$ cat config.mk
export PLATFORM = sky130hd
export DESIGN_NAME = pulse_burst_ctrl_flat
export DESIGN_NICKNAME = d
export VERILOG_FILES = /design/src/rtl/pulse_pkg.sv /design/src/rtl/pulse_burst_ctrl_if.sv /design/src/rtl/pb_downcnt.sv /design/src/rtl/pulse_burst_ctrl.sv /design/src/flat_wrapper.sv
export SDC_FILE = /design/constraint.sdc
export NUM_CORES = 1
export LEC_CHECK = 0
export CAP_MARGIN = 10
export CORE_MARGIN = 4
export CORE_UTILIZATION = 45
export CTS_CLUSTER_DIAMETER = 30
export DETAILED_ROUTE_END_ITERATION = 16
export PLACE_DENSITY = 0.79
export SYNTH_ARGS = -nofsm -noshare
export SYNTH_HDL_FRONTEND = slang
export SYNTH_HIERARCHICAL = 1
export SYNTH_SLANG_ARGS = --single-unit
$ cat constraint.sdc
create_clock -name io_clk -period 3.4 [get_ports io_clk]
set_input_delay 0.34 -clock io_clk [delete_from_list [all_inputs] [get_ports io_clk]]
set_output_delay 0.34 -clock io_clk [all_outputs]
set_load 0.01 [all_outputs]
$ cat src/rtl/pulse_pkg.sv
// rtl/pulse_pkg.sv - shared state encoding, default widths and timeout margin for pulse_burst_ctrl
package pulse_pkg;

    localparam int DEF_RAM_WIDTH  = 32;
    localparam int DEF_CNT_WIDTH  = 16;

    // Extra cycles granted beyond the pulse width before WAIT gives up
    localparam int TIMEOUT_MARGIN = 4;

    typedef enum logic [2:0] {
        ST_IDLE,
        ST_DELAY,
        ST_FIRE,
        ST_WAIT,
        ST_GAP,
        ST_FINISH
    } pb_state_e;

endpackage

$ cat src/rtl/pulse_burst_ctrl_if.sv
// rtl/pulse_burst_ctrl_if.sv - control/config/status bundle of pulse_burst_ctrl; io_error exists only with PULSE_BURST_TIMEOUT_EN
interface pulse_burst_ctrl_if
    import pulse_pkg::*;
#(
    parameter int _RAM_WIDTH = DEF_RAM_WIDTH,
    parameter int CNT_WIDTH  = DEF_CNT_WIDTH
);

    logic                  io_start;
    logic                  io_abort;
    logic [_RAM_WIDTH-1:0] io_trigDelay;
    logic [_RAM_WIDTH-1:0] io_pulseWidth;
    logic [_RAM_WIDTH-1:0] io_gap;
    logic [CNT_WIDTH-1:0]  io_pulseCount;
    logic                  pulse_valid;
    logic                  io_en;
    logic [_RAM_WIDTH-1:0] io_pulseWidthOut;
    logic                  pwm_dis;
    logic                  io_busy;
    logic                  io_done;
    logic [CNT_WIDTH-1:0]  io_pulsesLeft;
`ifdef PULSE_BURST_TIMEOUT_EN
    logic                  io_error;
`endif

    // Host / pulse-stage side
    modport master (
`ifdef PULSE_BURST_TIMEOUT_EN
        input  io_error,
`endif
        output io_start, io_abort, io_trigDelay, io_pulseWidth, io_gap, io_pulseCount, pulse_valid,
        input  io_en, io_pulseWidthOut, pwm_dis, io_busy, io_done, io_pulsesLeft
    );

    // Controller side
    modport slave (
`ifdef PULSE_BURST_TIMEOUT_EN
        output io_error,
`endif
        input  io_start, io_abort, io_trigDelay, io_pulseWidth, io_gap, io_pulseCount, pulse_valid,
        output io_en, io_pulseWidthOut, pwm_dis, io_busy, io_done, io_pulsesLeft
    );

endinterface

$ cat src/rtl/pb_downcnt.sv
// rtl/pb_downcnt.sv - loadable saturating down-counter with zero flag
module pb_downcnt
    import pulse_pkg::*;
#(
    parameter int WIDTH = DEF_RAM_WIDTH
) (
    input  logic             io_clk,
    input  logic             io_rst,
    input  logic             load,
    input  logic [WIDTH-1:0] load_val,
    input  logic             dec,
    output logic             zero
);

    logic [WIDTH-1:0] cnt;

    // Load wins over decrement; decrement stops at zero instead of wrapping
    always_ff @(posedge io_clk or posedge io_rst) begin
        if (io_rst) begin
            cnt <= '0;
        end else if (load) begin
            cnt <= load_val;
        end else if (dec && (cnt != '0)) begin
            cnt <= cnt - WIDTH'(1);
        end
    end

    assign zero = (cnt == '0);

endmodule

$ cat src/rtl/pulse_burst_ctrl.sv
// rtl/pulse_burst_ctrl.sv - burst sequencer for a downstream pulse stage; optional WAIT timeout under PULSE_BURST_TIMEOUT_EN
module pulse_burst_ctrl
    import pulse_pkg::*;
#(
    parameter int _RAM_WIDTH = DEF_RAM_WIDTH,
    parameter int CNT_WIDTH  = DEF_CNT_WIDTH
) (
    input  logic              io_clk,
    input  logic              io_rst,
    pulse_burst_ctrl_if.slave bus
);

    pb_state_e             state;
    logic                  en_q;
    logic                  pwm_dis_q;
    logic                  busy_q;
    logic                  done_q;
    // left_q holds the latched pulse count, width_q the latched width,
    // and the delay counter itself is the latched trigger delay.
    logic [CNT_WIDTH-1:0]  left_q;
    logic [_RAM_WIDTH-1:0] width_q;
    logic [_RAM_WIDTH-1:0] gap_q;
    // Stand-in end-of-pulse strobe for zero-width pulses, which the pulse stage never reports
    logic [1:0]            zw_sr;

    logic start_acc;
    logic abort_acc;
    logic pulse_end;
    logic tmo_hit;
    logic stop;
    logic dly_zero;
    logic gap_zero;

    function automatic logic [_RAM_WIDTH-1:0] sat_dec(input logic [_RAM_WIDTH-1:0] v);
        return (v == '0) ? '0 : v - _RAM_WIDTH'(1);
    endfunction

    assign start_acc = (state == ST_IDLE) && bus.io_start;
    // FINISH is already winding down, so a late abort there changes nothing
    assign abort_acc = bus.io_abort &&
                       (state inside {ST_DELAY, ST_FIRE, ST_WAIT, ST_GAP});
    assign pulse_end = (state == ST_WAIT) && (bus.pulse_valid || zw_sr[1]);
    assign stop      = abort_acc || tmo_hit;

    // Counters are loaded with value-1 so the FIRE that follows lands exactly value+1 cycles later
    pb_downcnt #(.WIDTH(_RAM_WIDTH)) u_delay (
        .io_clk   (io_clk),
        .io_rst   (io_rst),
        .load     (start_acc),
        .load_val (sat_dec(bus.io_trigDelay)),
        .dec      (state == ST_DELAY),
        .zero     (dly_zero)
    );

    pb_downcnt #(.WIDTH(_RAM_WIDTH)) u_gap (
        .io_clk   (io_clk),
        .io_rst   (io_rst),
        .load     (pulse_end),
        .load_val (sat_dec(gap_q)),
        .dec      (state == ST_GAP),
        .zero     (gap_zero)
    );

`ifdef PULSE_BURST_TIMEOUT_EN
    logic tmo_zero;
    logic err_q;

    function automatic logic [_RAM_WIDTH-1:0] tmo_load_val(input logic [_RAM_WIDTH-1:0] w);
        logic [_RAM_WIDTH-1:0] add;
        add = _RAM_WIDTH'(TIMEOUT_MARGIN - 2);
        return (w > ~add) ? '1 : w + add;
    endfunction

    // Armed in FIRE so it expires width+margin cycles after io_en
    pb_downcnt #(.WIDTH(_RAM_WIDTH)) u_tmo (
        .io_clk   (io_clk),
        .io_rst   (io_rst),
        .load     (state == ST_FIRE),
        .load_val (tmo_load_val(width_q)),
        .dec      (state == ST_WAIT),
        .zero     (tmo_zero)
    );

    assign tmo_hit      = (state == ST_WAIT) && !(bus.pulse_valid || zw_sr[1]) && tmo_zero;
    assign bus.io_error = err_q;
`else
    assign tmo_hit = 1'b0;
`endif

    // Burst sequencer: every output is a register updated alongside the state
    always_ff @(posedge io_clk or posedge io_rst) begin
        if (io_rst) begin
            state     <= ST_IDLE;
            en_q      <= 1'b0;
            pwm_dis_q <= 1'b0;
            busy_q    <= 1'b0;
            done_q    <= 1'b0;
            left_q    <= '0;
            width_q   <= '0;
            gap_q     <= '0;
            zw_sr     <= '0;
`ifdef PULSE_BURST_TIMEOUT_EN
            err_q     <= 1'b0;
`endif
        end else begin
            en_q      <= 1'b0;
            pwm_dis_q <= 1'b0;
            done_q    <= 1'b0;
            zw_sr     <= {zw_sr[0], 1'b0};
            if (stop) begin
                state     <= ST_FINISH;
                pwm_dis_q <= 1'b1;
                left_q    <= '0;
                zw_sr     <= '0;
`ifdef PULSE_BURST_TIMEOUT_EN
                if (tmo_hit) begin
                    err_q <= 1'b1;
                end
`endif
            end else begin
                case (state)
                    ST_IDLE: begin
                        if (bus.io_start) begin
                            busy_q  <= 1'b1;
                            left_q  <= bus.io_pulseCount;
                            width_q <= bus.io_pulseWidth;
                            gap_q   <= bus.io_gap;
`ifdef PULSE_BURST_TIMEOUT_EN
                            err_q   <= 1'b0;
`endif
                            if ((bus.io_pulseCount != '0) && (bus.io_trigDelay == '0)) begin
                                state <= ST_FIRE;
                                en_q  <= 1'b1;
                            end else begin
                                state <= ST_DELAY;
                            end
                        end
                    end
                    ST_DELAY: begin
                        if (left_q == '0) begin
                            state  <= ST_FINISH;
                            done_q <= 1'b1;
                        end else if (dly_zero) begin
                            state <= ST_FIRE;
                            en_q  <= 1'b1;
                        end
                    end
                    ST_FIRE: begin
                        left_q <= (left_q == '0) ? '0 : left_q - CNT_WIDTH'(1);
                        zw_sr  <= {zw_sr[0], (width_q == '0)};
                        state  <= ST_WAIT;
                    end
                    ST_WAIT: begin
                        if (pulse_end) begin
                            zw_sr <= '0;
                            if (left_q == '0) begin
                                state  <= ST_FINISH;
                                done_q <= 1'b1;
                            end else if (gap_q == '0) begin
                                state <= ST_FIRE;
                                en_q  <= 1'b1;
                            end else begin
                                state <= ST_GAP;
                            end
                        end
                    end
                    ST_GAP: begin
                        if (gap_zero) begin
                            state <= ST_FIRE;
                            en_q  <= 1'b1;
                        end
                    end
                    ST_FINISH: begin
                        // After a forced stop, one more cycle is spent here to place io_done behind pwm_dis
                        if (pwm_dis_q) begin
                            done_q <= 1'b1;
                        end else begin
                            state  <= ST_IDLE;
                            busy_q <= 1'b0;
                        end
                    end
                    default: begin
                        state  <= ST_IDLE;
                        busy_q <= 1'b0;
                    end
                endcase
            end
        end
    end

    assign bus.io_en            = en_q;
    assign bus.io_pulseWidthOut = width_q;
    assign bus.pwm_dis          = pwm_dis_q;
    assign bus.io_busy          = busy_q;
    assign bus.io_done          = done_q;
    assign bus.io_pulsesLeft    = left_q;

endmodule
$ cat src/flat_wrapper.sv
// flat-port wrapper written by rule: the top's interface ports become plain ports
module pulse_burst_ctrl_flat import pulse_pkg::*;
#(
    parameter int _RAM_WIDTH = DEF_RAM_WIDTH,
    parameter int CNT_WIDTH  = DEF_CNT_WIDTH
)
  (io_clk, io_rst, bus_io_start, bus_io_abort, bus_io_trigDelay, bus_io_pulseWidth, bus_io_gap, bus_io_pulseCount, bus_pulse_valid, bus_io_en, bus_io_pulseWidthOut, bus_pwm_dis, bus_io_busy, bus_io_done, bus_io_pulsesLeft);
  pulse_burst_ctrl_if #(._RAM_WIDTH(_RAM_WIDTH), .CNT_WIDTH(CNT_WIDTH)) bus_i ();
  input  logic io_clk;
  input  logic io_rst;
  input wire logic [$bits(bus_i.io_start)-1:0] bus_io_start;
  input wire logic [$bits(bus_i.io_abort)-1:0] bus_io_abort;
  input wire logic [$bits(bus_i.io_trigDelay)-1:0] bus_io_trigDelay;
  input wire logic [$bits(bus_i.io_pulseWidth)-1:0] bus_io_pulseWidth;
  input wire logic [$bits(bus_i.io_gap)-1:0] bus_io_gap;
  input wire logic [$bits(bus_i.io_pulseCount)-1:0] bus_io_pulseCount;
  input wire logic [$bits(bus_i.pulse_valid)-1:0] bus_pulse_valid;
  output wire logic [$bits(bus_i.io_en)-1:0] bus_io_en;
  output wire logic [$bits(bus_i.io_pulseWidthOut)-1:0] bus_io_pulseWidthOut;
  output wire logic [$bits(bus_i.pwm_dis)-1:0] bus_pwm_dis;
  output wire logic [$bits(bus_i.io_busy)-1:0] bus_io_busy;
  output wire logic [$bits(bus_i.io_done)-1:0] bus_io_done;
  output wire logic [$bits(bus_i.io_pulsesLeft)-1:0] bus_io_pulsesLeft;
  assign bus_i.io_start = bus_io_start;
  assign bus_i.io_abort = bus_io_abort;
  assign bus_i.io_trigDelay = bus_io_trigDelay;
  assign bus_i.io_pulseWidth = bus_io_pulseWidth;
  assign bus_i.io_gap = bus_io_gap;
  assign bus_i.io_pulseCount = bus_io_pulseCount;
  assign bus_i.pulse_valid = bus_pulse_valid;
  assign bus_io_en = bus_i.io_en;
  assign bus_io_pulseWidthOut = bus_i.io_pulseWidthOut;
  assign bus_pwm_dis = bus_i.pwm_dis;
  assign bus_io_busy = bus_i.io_busy;
  assign bus_io_done = bus_i.io_done;
  assign bus_io_pulsesLeft = bus_i.io_pulsesLeft;
  pulse_burst_ctrl #(._RAM_WIDTH(_RAM_WIDTH), .CNT_WIDTH(CNT_WIDTH)) u_core (.io_clk(io_clk), .io_rst(io_rst), .bus(bus_i));
endmodule
Word level (Yosys, flattened, before mapping)
Cells that the tools add are included.
- register bits after elaboration: 153
- input bits: 117
- output and inout port bits: 52
- logic and storage cells: 99
- $add $sub $neg: 5
- equal/unequal tests: 12
- muxes and demuxes: 43
- bitwise gates (word level): 2
- reductions and logical operators: 26
- operator list (cell ; number):
    $mux W32 ; 6
    $logic_not A32 Y1 ; 5
    $sub A32 B1 Y32 const B ; 4
    $reduce_bool A32 Y1 ; 2
    $mux W16 ; 3
    $pmux W16 S2 ; 1
    $mux W3 ; 9
    $pmux W3 S6 ; 1
    $logic_not A16 Y1 ; 1
    $mux W1 ; 16
    $reduce_bool A16 Y1 ; 1
    $sub A16 B1 Y16 const B ; 1
    $eq A3 B2 Y1 const B ; 2
    $eq A3 B3 Y1 const B ; 2
    $logic_and A1 B1 Y1 ; 6
    $mux W2 ; 3
    $ne A3 B1 Y1 const B ; 2
    $pmux W1 S3 ; 2
    $reduce_and A5 Y1 ; 1
    $ne A2 B2 Y1 const B ; 2
    $ne A4 B1 Y1 const B ; 1
    $pmux W1 S4 ; 1
    $pmux W2 S2 ; 1
    $reduce_and A4 Y1 ; 1
    other kinds (12) ; 14

Logic depth before layout (Yosys ltp)
Gate-level depths: netlist (run 1).
- depth after elaboration: 6
- gate-level depth with buffers: 10
- gate-level depth less buffers: 9

By module
The synthesis (run 1) kept the hierarchy.
- modules (own cells, without submodules) (module ; times used ; cells each ; area each (um^2) ; sequential area each (um^2)):
    pulse_burst_ctrl ; 1 ; 619 ; 5716.7 ; 2227.1
    pb_downcnt ; 2 ; 226 ; 2173.3 ; 800.8

Worst setup path after synthesis (run 1)
Ideal clock, no wire load.
- path kind: reg-to-reg
- from: reg u_core.state[2]
- to: reg u_core.u_delay.cnt[8]
- setup time: 0.154 ns
- arrival time: 2.986 ns
- data required time: 3.246 ns
- slack: 0.260 ns
- stages on the path, launching flop included: 11
- path buffers: 5
- period minus slack after synthesis: 3.140 ns
- cells stage by stage: dfrtp_1 clkbuf_1 nor3_1 and2_1 clkbuf_1 clkbuf_1 clkbuf_1 clkinv_1 dlygate4sd3_1 o311ai_0 o311ai_0
- word-level cells in the longest chain between the ends: 3
- elaborated cells on any way between the ends: 6
- classes of those cells: eq/ne: 1; mux: 1; reduce/logical: 4
- RTL lines (element ; line ; source):
    start, declared ; pulse_burst_ctrl.sv:13 ; pb_state_e state;
    start signal, assigned ; pulse_burst_ctrl.sv:93 ; state <= ST_IDLE;
    start signal, assigned ; pulse_burst_ctrl.sv:111 ; state <= ST_FINISH;
    start signal, assigned ; pulse_burst_ctrl.sv:132 ; state <= ST_FIRE;
    $logic_not A3 Y1 * ; pulse_burst_ctrl.sv:38 ; assign start_acc = (state == ST_IDLE) && bus.io_start;
    $logic_and A1 B1 Y1 * ; pulse_burst_ctrl.sv:38 ;
    via u_core.start_acc ; pulse_burst_ctrl.sv:26 ; logic start_acc;
    $mux W32 or $reduce_bool A2 Y1 (tied branches) ; -- ;
    end signal, assigned ; pb_downcnt.sv:22 ; cnt <= load_val;
    end signal, assigned ; pb_downcnt.sv:24 ; cnt <= cnt - WIDTH'(1);
    end, declared ; pb_downcnt.sv:15 ; logic [WIDTH-1:0] cnt;
The timed path passes the listed nets; every way through them passes the cells marked *.
A chain may end at the register's enable or synchronous reset.

Worst setup path after layout (run 1)
- from: reg u_core.gap_q[14]
- to: reg u_core.u_gap.cnt[30]
- word-level cells in the longest chain between the ends: 3
- elaborated cells on any way between the ends: 4
- classes of those cells: add/sub: 1; mux: 2; reduce/logical: 1
- RTL lines (element ; line ; source):
    start, declared ; pulse_burst_ctrl.sv:22 ; logic [_RAM_WIDTH-1:0] gap_q;
    start signal, assigned ; pulse_burst_ctrl.sv:127 ; gap_q <= bus.io_gap;
    $sub A32 B1 Y32 or $logic_not A32 Y1 (tied branches) ; pulse_burst_ctrl.sv:35 ; return (v == '0) ? '0 : v - _RAM_WIDTH'(1);
    $mux W32 * ; pulse_burst_ctrl.sv:35 ;
    $mux W32 * ; pb_downcnt.sv:21 ; end else if (load) begin
    end signal, assigned ; pb_downcnt.sv:22 ;
    end signal, assigned ; pb_downcnt.sv:24 ;
    end, declared ; pb_downcnt.sv:15 ;
Every way passes the cells marked *; elsewhere a longest branch is shown, timed or not.

==> impl_metrics.yaml, run 1 <==
power:
  powerDensity_nw_per_um2: 836
  p_leak_nw: 4.76
  max-vdd-ir-drop_mv: 0.486
yosys:
  seq_area_frac_synth: 0.380
  async_reset_ff_frac: 1.00
  netlist_area_um2: 10100
  synth_top_area_cell: "dfrtp_1"
  synth_top_area_share: 0.380
  synth_edf_count: 0
  synthTopCellsByArea: "dfrtp_1 38%, mux2_2 9.0%, xnor2_1 4.7%"
  synth.avg_cell_area_um2: 9.40
  synth.net_count: 1195
  ys_ff_latch: 153
  synth-main-ff-cell: "dfrtp_1"
  yosys_warnings: 6
  synthCells: 1071
  yosysUniqueCellTypes: 75
cts:
  clk_latency_ps: 430
  root_buffer: "clkbuf_16"
  ctsHoldBuffers: 0
  cts_max_path_buffers: 2
  cts-htree-levels: 4
  post_cts_buffers: 0
  cts_made_buffers: 17
  clock_sinks: 153
  cts_tree: "yes"
  clkTransAtPathRegs_ps: 70
  ctsResizeCount: 0
global_route:
  first_global_vias: 9207
  grt_pass1_wl_um: 46700
  grt_max_degree: 73
  antenna_found_initial: 0
  grt_remaining_overflow: 0
  track_usage: 0.231
detailed_routing:
  drtIter0Drc: 715
  first_pass_iters: 5
  ant_nets: 0
  drc: 0
  route.vias.total: 9364
  viasPerCell: 6.10
  wl_um: 28800
  drt-wirelength-per-cell_um: 18.7
critical_path:
  criticalPathCategory: "flip-flop to flip-flop"
  crit_arrival_ps: 3250
  worstPathRequired_ps: 3670
  cp_max_fo: 31
  startpoint_type: "flip-flop"
  critPathCaptureType: "flip-flop"
die:
  fp-row-count: 54
  fp.dieH_um: 158
  ios: 169
  start_util: 0.460
  die_w_um: 158
  core_area_um2: 21900
  dieArea_um2: 24800
cells_and_area:
  stdcell_area_um2: 12800
  antennaDiodeCount: 0
  syn_to_final_growth_pct: 27.2
  drive_gt1_frac: 0.168
  layout_common_cells: "168 x clkdlybuf4s50_1, 153 x dfrtp_1, 125 x nor2_1"
  nNetsFinal: 1367
  mostFrequentLayoutCell: "clkdlybuf4s50_1"
  finalCoreUtilization: 0.585
timing:
  timing.final.crit_period_ps: 2980
  rsz0062_at_grt: "no"
  maxSlewViolCount: 0
  setup-violations-final: 0
  period_share: 0.876
  tightest_slew_ps: 780
  clock.fmax_mhz: 336
  fin_skew_ps: 16.3
  relSlewSlack: 0.480
  fin_setup_tns_ps: 0
  hold_viol_final: 0
job:
  max_cap_violations: 0
worst_hold_path:
  hold_path_class: "input port to asynchronous set/reset pin"
placement:
  place_area_um2: 12200
  port_buffers: 168
  place.gp.congestion: 0.945
  place_hpwl_um: 20700
status:
  status: "complete, no violations"
routing by layer:
metal / part of all wire / global-route usage / vias up
met1: 0.40 / 0.297 / 4518
met4: 0.024 / 0.0766 / 0
li1: - / - / 4365
met3: 0.087 / 0.0558 / 54
met2: 0.48 / 0.384 / 427
met5: 0 / 0 / -
synthesized netlist by cell type (all sizes together) (5+ instances only):
library cell / number
nor3b: 9
or4b: 6
o21ai: 60
nor4: 66
or4: 20
or2: 14
nor2b: 6
xnor2: 54
a31oi: 23
nand3: 25
a211oi: 10
clkbuf: 35
o31ai: 12
or3: 26
a2111oi: 11
o2bb2ai: 7
dfrtp: 153
a221o: 7
nand4: 20
o31a: 5
nor3: 42
nand3b: 7
a21oi: 21
nor4b: 9
nand2: 67
mux2: 80
ha: 7
buf: 20
xor2: 32
nor2: 125
inv: 18
a21o: 8
layout make-up:
type	instances	area, um2
Tap cell	280	350
Clock inverter	14	211
Fill cell	1840	9090
Sequential cell	153	3830
Inverter	20	76.3
Timing Repair Buffer	212	2040
Clock buffer	18	429
Multi-Input combinational cell	839	5870
worst max-delay path: stages (launching register included):
cell and delay (ps):
dfrtp_1 440, or4_4 570, or4_1 570, nor4_4 330, buf_4 370, nor2_1 70, mux2_2 270, nor2_1 130
a31oi_1 60
final timing paths:
path,start,slack (ps),cells after the start,endpoint
max in group asynchronous,io_rst,2190,3,u_core/bus.io_done
min,io_rst,430,3,u_core/u_gap/cnt[11]
min in group io_clk,bus_io_pulseWidth[17],520,2,u_core/bus.io_pulseWidthOut[17]
min reg2reg,u_core/zw_sr[0],520,1,u_core/zw_sr[1]
max reg2reg,u_core/gap_q[14],420,8,u_core/u_gap/cnt[30]
max,u_core/gap_q[14],420,8,u_core/u_gap/cnt[30]
registers in the layout, indices dropped and copies added (netlist names):
name and cells:
u_core/state 3, u_core/bus.io_busy 1, u_core/gap_q 32, u_core/bus.io_done 1, u_core/u_gap/cnt 32, u_core/bus.pwm_dis 1
u_core/u_delay/cnt 32, u_core/bus.io_pulsesLeft 16, u_core/zw_sr 2, u_core/bus.io_en 1, u_core/bus.io_pulseWidthOut 32
through the flow:
step / std cells / hold slack, ps / setup slack (ps) / power [mW]
2_1_floorplan: 1071 / 456 / 260 / 6.78
3_3_place_gp: 1504 / 503 / 276 / 8.36
3_5_place_dp: 1504 / 512 / 208 / 8.53
4_1_cts: 1536 / 479 / 443 / 10.7
5_1_grt: 1536 / 515 / 296 / 11.4
6_report: 1536 / 433 / 421 / 10.7
power breakdown:
part	internal [mW]	switching, mW
Clock	1.26	0.843
Combinational	2.44	2.27
Sequential	2.72	1.17
kinds of logic (layout without fill, tap and decap cells):
family                     Yosys count  in the layout  synth area share
DFF                                153            153             0.380
xor gates and xnor gates            86             86            0.0748
AOI/OAI and AO/OA                  197            197             0.137
buffers and inverters               79            264            0.0368
adders and majority gates            7              7           0.00870
and+or+nand+nor                    466            466             0.269
muxes                               83             83            0.0925
(Power assumes the default switching activity.)
==> run 2: changes to the inputs <==
Settings changed: PLACE_DENSITY 0.79 to 0.82.
Clock period 3.4 ns to 2.7 ns, I/O delays scaled along.
==> impl_metrics.yaml, run 2 (synthesized netlist as in run 1, its figures left out) <==
cells_and_area:
  layout_common_cells: "168 x clkdlybuf4s50_1, 153 x dfrtp_1, 125 x nor2_1"
  mostFrequentLayoutCell: "clkdlybuf4s50_1"
  stdcell_area_um2: 13400
  nNetsFinal: 1430
  antennaDiodeCount: 0
  syn_to_final_growth_pct: 32.7
  drive_gt1_frac: 0.212
die:
  core_area_um2: 21900
  ios: 169
  start_util: 0.460
  die_w_um: 158
  fp-row-count: 54
  fp.dieH_um: 158
  dieArea_um2: 24800
critical_path:
  slowest_stage: "or4_4"
  critPathBufInv: 2
  startpoint_type: "flip-flop"
  cp_max_fo: 5
  worstPathCellList: "or4_4 -> or4_4 -> buf_6 -> nor3_4 -> buf_6 -> nand2_1 -> mux2_2 -> nor2_1 -> a31oi_1"
  cp_slowest_stage_delay_ps: 600
  critPathTopFamily: "simple AND/OR/NAND/NOR gates"
  startpoint: "u_core/gap_q[13]"
  critPathCaptureType: "flip-flop"
  r2r-start: "u_core/gap_q[13]"
  criticalPathCategory: "flip-flop to flip-flop"
  crit_arrival_ps: 2960
  worstPathRequired_ps: 2990
timing:
  fin_setup_tns_ps: 0
  setup-violations-final: 0
  clock.fmax_mhz: 375
  relSlewSlack: 0.465
  hold_viol_final: 0
  tightest_slew_ps: 796
  period_share: 0.987
  layout_setup_ws_ps: 34.9
  timing.final.crit_period_ps: 2670
  maxSlewViolCount: 0
  fin_skew_ps: 23.5
placement:
  port_buffers: 168
  place_hpwl_um: 21900
  place_area_um2: 12700
  place.gp.congestion: 0.939
  pre_cts_slack_ps: -199
global_route:
  track_usage: 0.242
  first_global_vias: 9602
  grt_max_degree: 39
  grt_pass1_wl_um: 48800
  grt_remaining_overflow: 0
  antenna_found_initial: 1
power:
  max-vdd-ir-drop_mv: 0.654
  swShare: 0.409
  switching_power_mw: 5.63
  p_leak_nw: 5.10
  powerDensity_nw_per_um2: 1030
  p_int_mw: 8.13
  pwr-share-seq: 0.358
  p_clk_frac: 0.188
  power_frac_comb: 0.454
cts:
  clk_latency_ps: 440
  ctsHoldBuffers: 0
  cts_tree: "yes"
  cts-htree-levels: 4
  cts_max_path_buffers: 2
  root_buffer: "clkbuf_16"
  cts_made_buffers: 17
  clkTransAtPathRegs_ps: 80
  clock_sinks: 153
detailed_routing:
  drc: 0
  viasPerCell: 6.08
  wl_um: 30300
  first_pass_iters: 5
  drt-wirelength-per-cell_um: 19.0
  ant_nets: 0
  route.vias.total: 9715
  drtIter0Drc: 806
job:
  max_cap_violations: 0
worst_hold_path:
  hold_path_class: "input port to asynchronous set/reset pin"
status:
  status: "complete, no violations"
run 2: area by class of cell:
class	count	area [um2]
Clock buffer	17	425
Clock inverter	15	198
Fill cell	1771	8540
Inverter	20	76.3
Multi-Input combinational cell	839	5910
Sequential cell	153	3830
Tap cell	280	350
Timing Repair Buffer	275	2570
run 2: worst register-to-register path: stages (launching register included):
cell,delay [ps]
dfrtp_1,380
or4_4,550
or4_4,600
buf_6,160
nor3_4,180
buf_6,130
nand2_1,60
mux2_2,280
nor2_1,130
a31oi_1,60
run 2: power groups by stage:
stage	clock network, mW	registers [mW]	logic, mW
finish	2.58	4.93	6.25
global route	2.72	5.10	6.80
CTS	2.62	4.88	6.18
detailed placement	0	4.89	6.10
global placement	0	4.82	5.91
floorplan	0	4.65	3.88
run 2: layer usage:
metal  vias up  GRT usage  part of all wire
li1       4494          -                 -
met1      4721      0.301              0.41
met2       435      0.412              0.49
met3        63     0.0649             0.076
met4         2     0.0778             0.025
met5         -          0           0.00023
run 2: repair_timing:
action | CTS | global route
gates resized for setup | 1 | 8
buffers inserted | 0 | 4
pin swaps | 0 | 5
endpoints found under the setup margin | 2 | 6
cloned | 0 | 0
run 2: worst paths after layout:
path                                                        end  slack, ps  cells after the start
worst max-delay path                       u_core/u_gap/cnt[30]         30                      9
worst min-delay path                           u_core/bus.io_en        260                      2
worst max register to register             u_core/u_gap/cnt[30]         30                      9
worst min register to register      u_core/bus.io_pulsesLeft[6]        550                      1
max in group asynchronous       u_core/bus.io_pulseWidthOut[14]       1680                      3
min in group io_clk                             u_core/gap_q[0]        420                      3
run 2: per-stage QoR:
stage	utilization	cells	hold slack (ps)	power (mW)
final	0.610	1599	265	13.8
after global routing	0.610	1599	322	14.6
after CTS	0.607	1595	262	13.7
after detailed placement	0.578	1563	527	11.0
after global placement	0.578	1563	501	10.7
after floorplan	-	1071	386	8.54
==> run 3: changes to the inputs <==
Settings changed: CORE_UTILIZATION 45 to 49, PLACE_DENSITY 0.82 to 0.87.
==> impl_metrics.yaml, run 3 (synthesized netlist as in run 1, its figures left out) <==
cts:
  root_buffer: "clkbuf_16"
  clk_latency_ps: 430
  cts_made_buffers: 17
  cts_tree: "yes"
  cts_max_path_buffers: 2
  clock_sinks: 153
  clkTransAtPathRegs_ps: 70
  cts-htree-levels: 4
timing:
  fin_skew_ps: 19.4
  hold_viol_final: 0
  clock.fmax_mhz: 380
  timing.final.crit_period_ps: 2630
  period_share: 0.975
  setup-violations-final: 0
  relSlewSlack: 0.439
  maxSlewViolCount: 0
  tightest_slew_ps: 841
cells_and_area:
  mostFrequentLayoutCell: "clkdlybuf4s50_1"
  layout_common_cells: "168 x clkdlybuf4s50_1, 153 x dfrtp_1, 125 x nor2_1"
  stdcell_area_um2: 13300
  finalCoreUtilization: 0.659
  syn_to_final_growth_pct: 32.5
  antennaDiodeCount: 0
  drive_gt1_frac: 0.216
  nNetsFinal: 1437
global_route:
  grt_pass1_wl_um: 49300
  grt_max_degree: 49
  antenna_found_initial: 0
  first_global_vias: 9774
  grt_remaining_overflow: 0
  track_usage: 0.267
critical_path:
  crit_arrival_ps: 2940
  criticalPathCategory: "flip-flop to flip-flop"
  critPathCaptureType: "flip-flop"
  worstPathRequired_ps: 3010
  cp_max_fo: 5
  startpoint_type: "flip-flop"
die:
  ios: 169
  fp-row-count: 52
  start_util: 0.497
  fp.dieH_um: 151
  dieArea_um2: 22900
  core_area_um2: 20200
  die_w_um: 151
detailed_routing:
  drt-wirelength-per-cell_um: 19.6
  drtIter0Drc: 1231
  viasPerCell: 6.22
  ant_nets: 0
  drc: 0
  first_pass_iters: 7
  route.vias.total: 9922
  wl_um: 31200
power:
  max-vdd-ir-drop_mv: 0.697
  powerDensity_nw_per_um2: 1040
  finalPower_mw: 13.8
  p_leak_nw: 5.11
job:
  max_cap_violations: 0
worst_hold_path:
  hold_path_class: "input port to asynchronous set/reset pin"
placement:
  port_buffers: 168
  place.gp.congestion: 0.937
  place_area_um2: 12700
  place_hpwl_um: 22100
status:
  status: "complete, no violations"
-- run 3: report_power, final --
| part | internal (mW) | leakage [nW] | switching (mW) | total, mW |
|---|---|---|---|---|
| combinational | 3.28 | 2.97 | 3.06 | 6.34 |
| sequential | 3.43 | 1.85 | 1.57 | 5.00 |
| clock | 1.40 | 0.294 | 1.09 | 2.50 |
-- run 3: worst paths after layout --
| kind | cells after the start | end | slack (ps) | startpoint |
|---|---|---|---|---|
| setup reg to reg | 8 | u_core/u_gap/cnt[28] | 70 | u_core/gap_q[16] |
| hold reg to reg | 1 | u_core/zw_sr[1] | 530 | u_core/zw_sr[0] |
| hold / removal | 3 | u_core/u_gap/cnt[0] | 400 | io_rst |
| setup / recovery | 8 | u_core/u_gap/cnt[28] | 70 | u_core/gap_q[16] |
| max in group asynchronous | 3 | u_core/gap_q[13] | 1580 | io_rst |
| min in group io_clk | 3 | u_core/gap_q[1] | 440 | bus_io_gap[1] |
-- run 3: timing repair --
item / CTS / global route
setup buffers: 0 / 4
gates resized for setup: 0 / 8
hold buffers: 0 / 0
setup endpoints to repair: 0 / 11
-- run 3: per-layer routing --
metal	part of all wire	track usage
met1	0.40	0.331
met4	0.039	0.118
met2	0.47	0.440
met3	0.090	0.0700
met5	0	0
-- run 3: cell type report --
class	instances	area [um2]
Fill cell	1471	6910
Multi-Input combinational cell	839	5910
Sequential cell	153	3830
Timing Repair Buffer	282	2580
Clock buffer	17	425
Tap cell	270	338
Clock inverter	14	174
Inverter	20	76.3
-- run 3: worst max-delay path, cell delays in order (launching register included) --
cell and delay [ps]:
dfrtp_1 380, or4_4 570, or4_4 460, buf_4 170, nor3_2 200, buf_4 170, nand2_1 60, a21o_1 180
a221o_1 330
-- run 3: per-stage QoR --
step / cells / setup slack, ps / setup TNS (ps) / hold slack, ps
2_1_floorplan: 1071 / 47.7 / 0 / 386
3_3_place_gp: 1560 / -169 / -1930 / 504
3_5_place_dp: 1560 / -270 / -3420 / 521
4_1_cts: 1591 / 20.8 / 0 / 406
5_1_grt: 1595 / -7.16 / -7.16 / 432
6_report: 1595 / 68.4 / 0 / 401
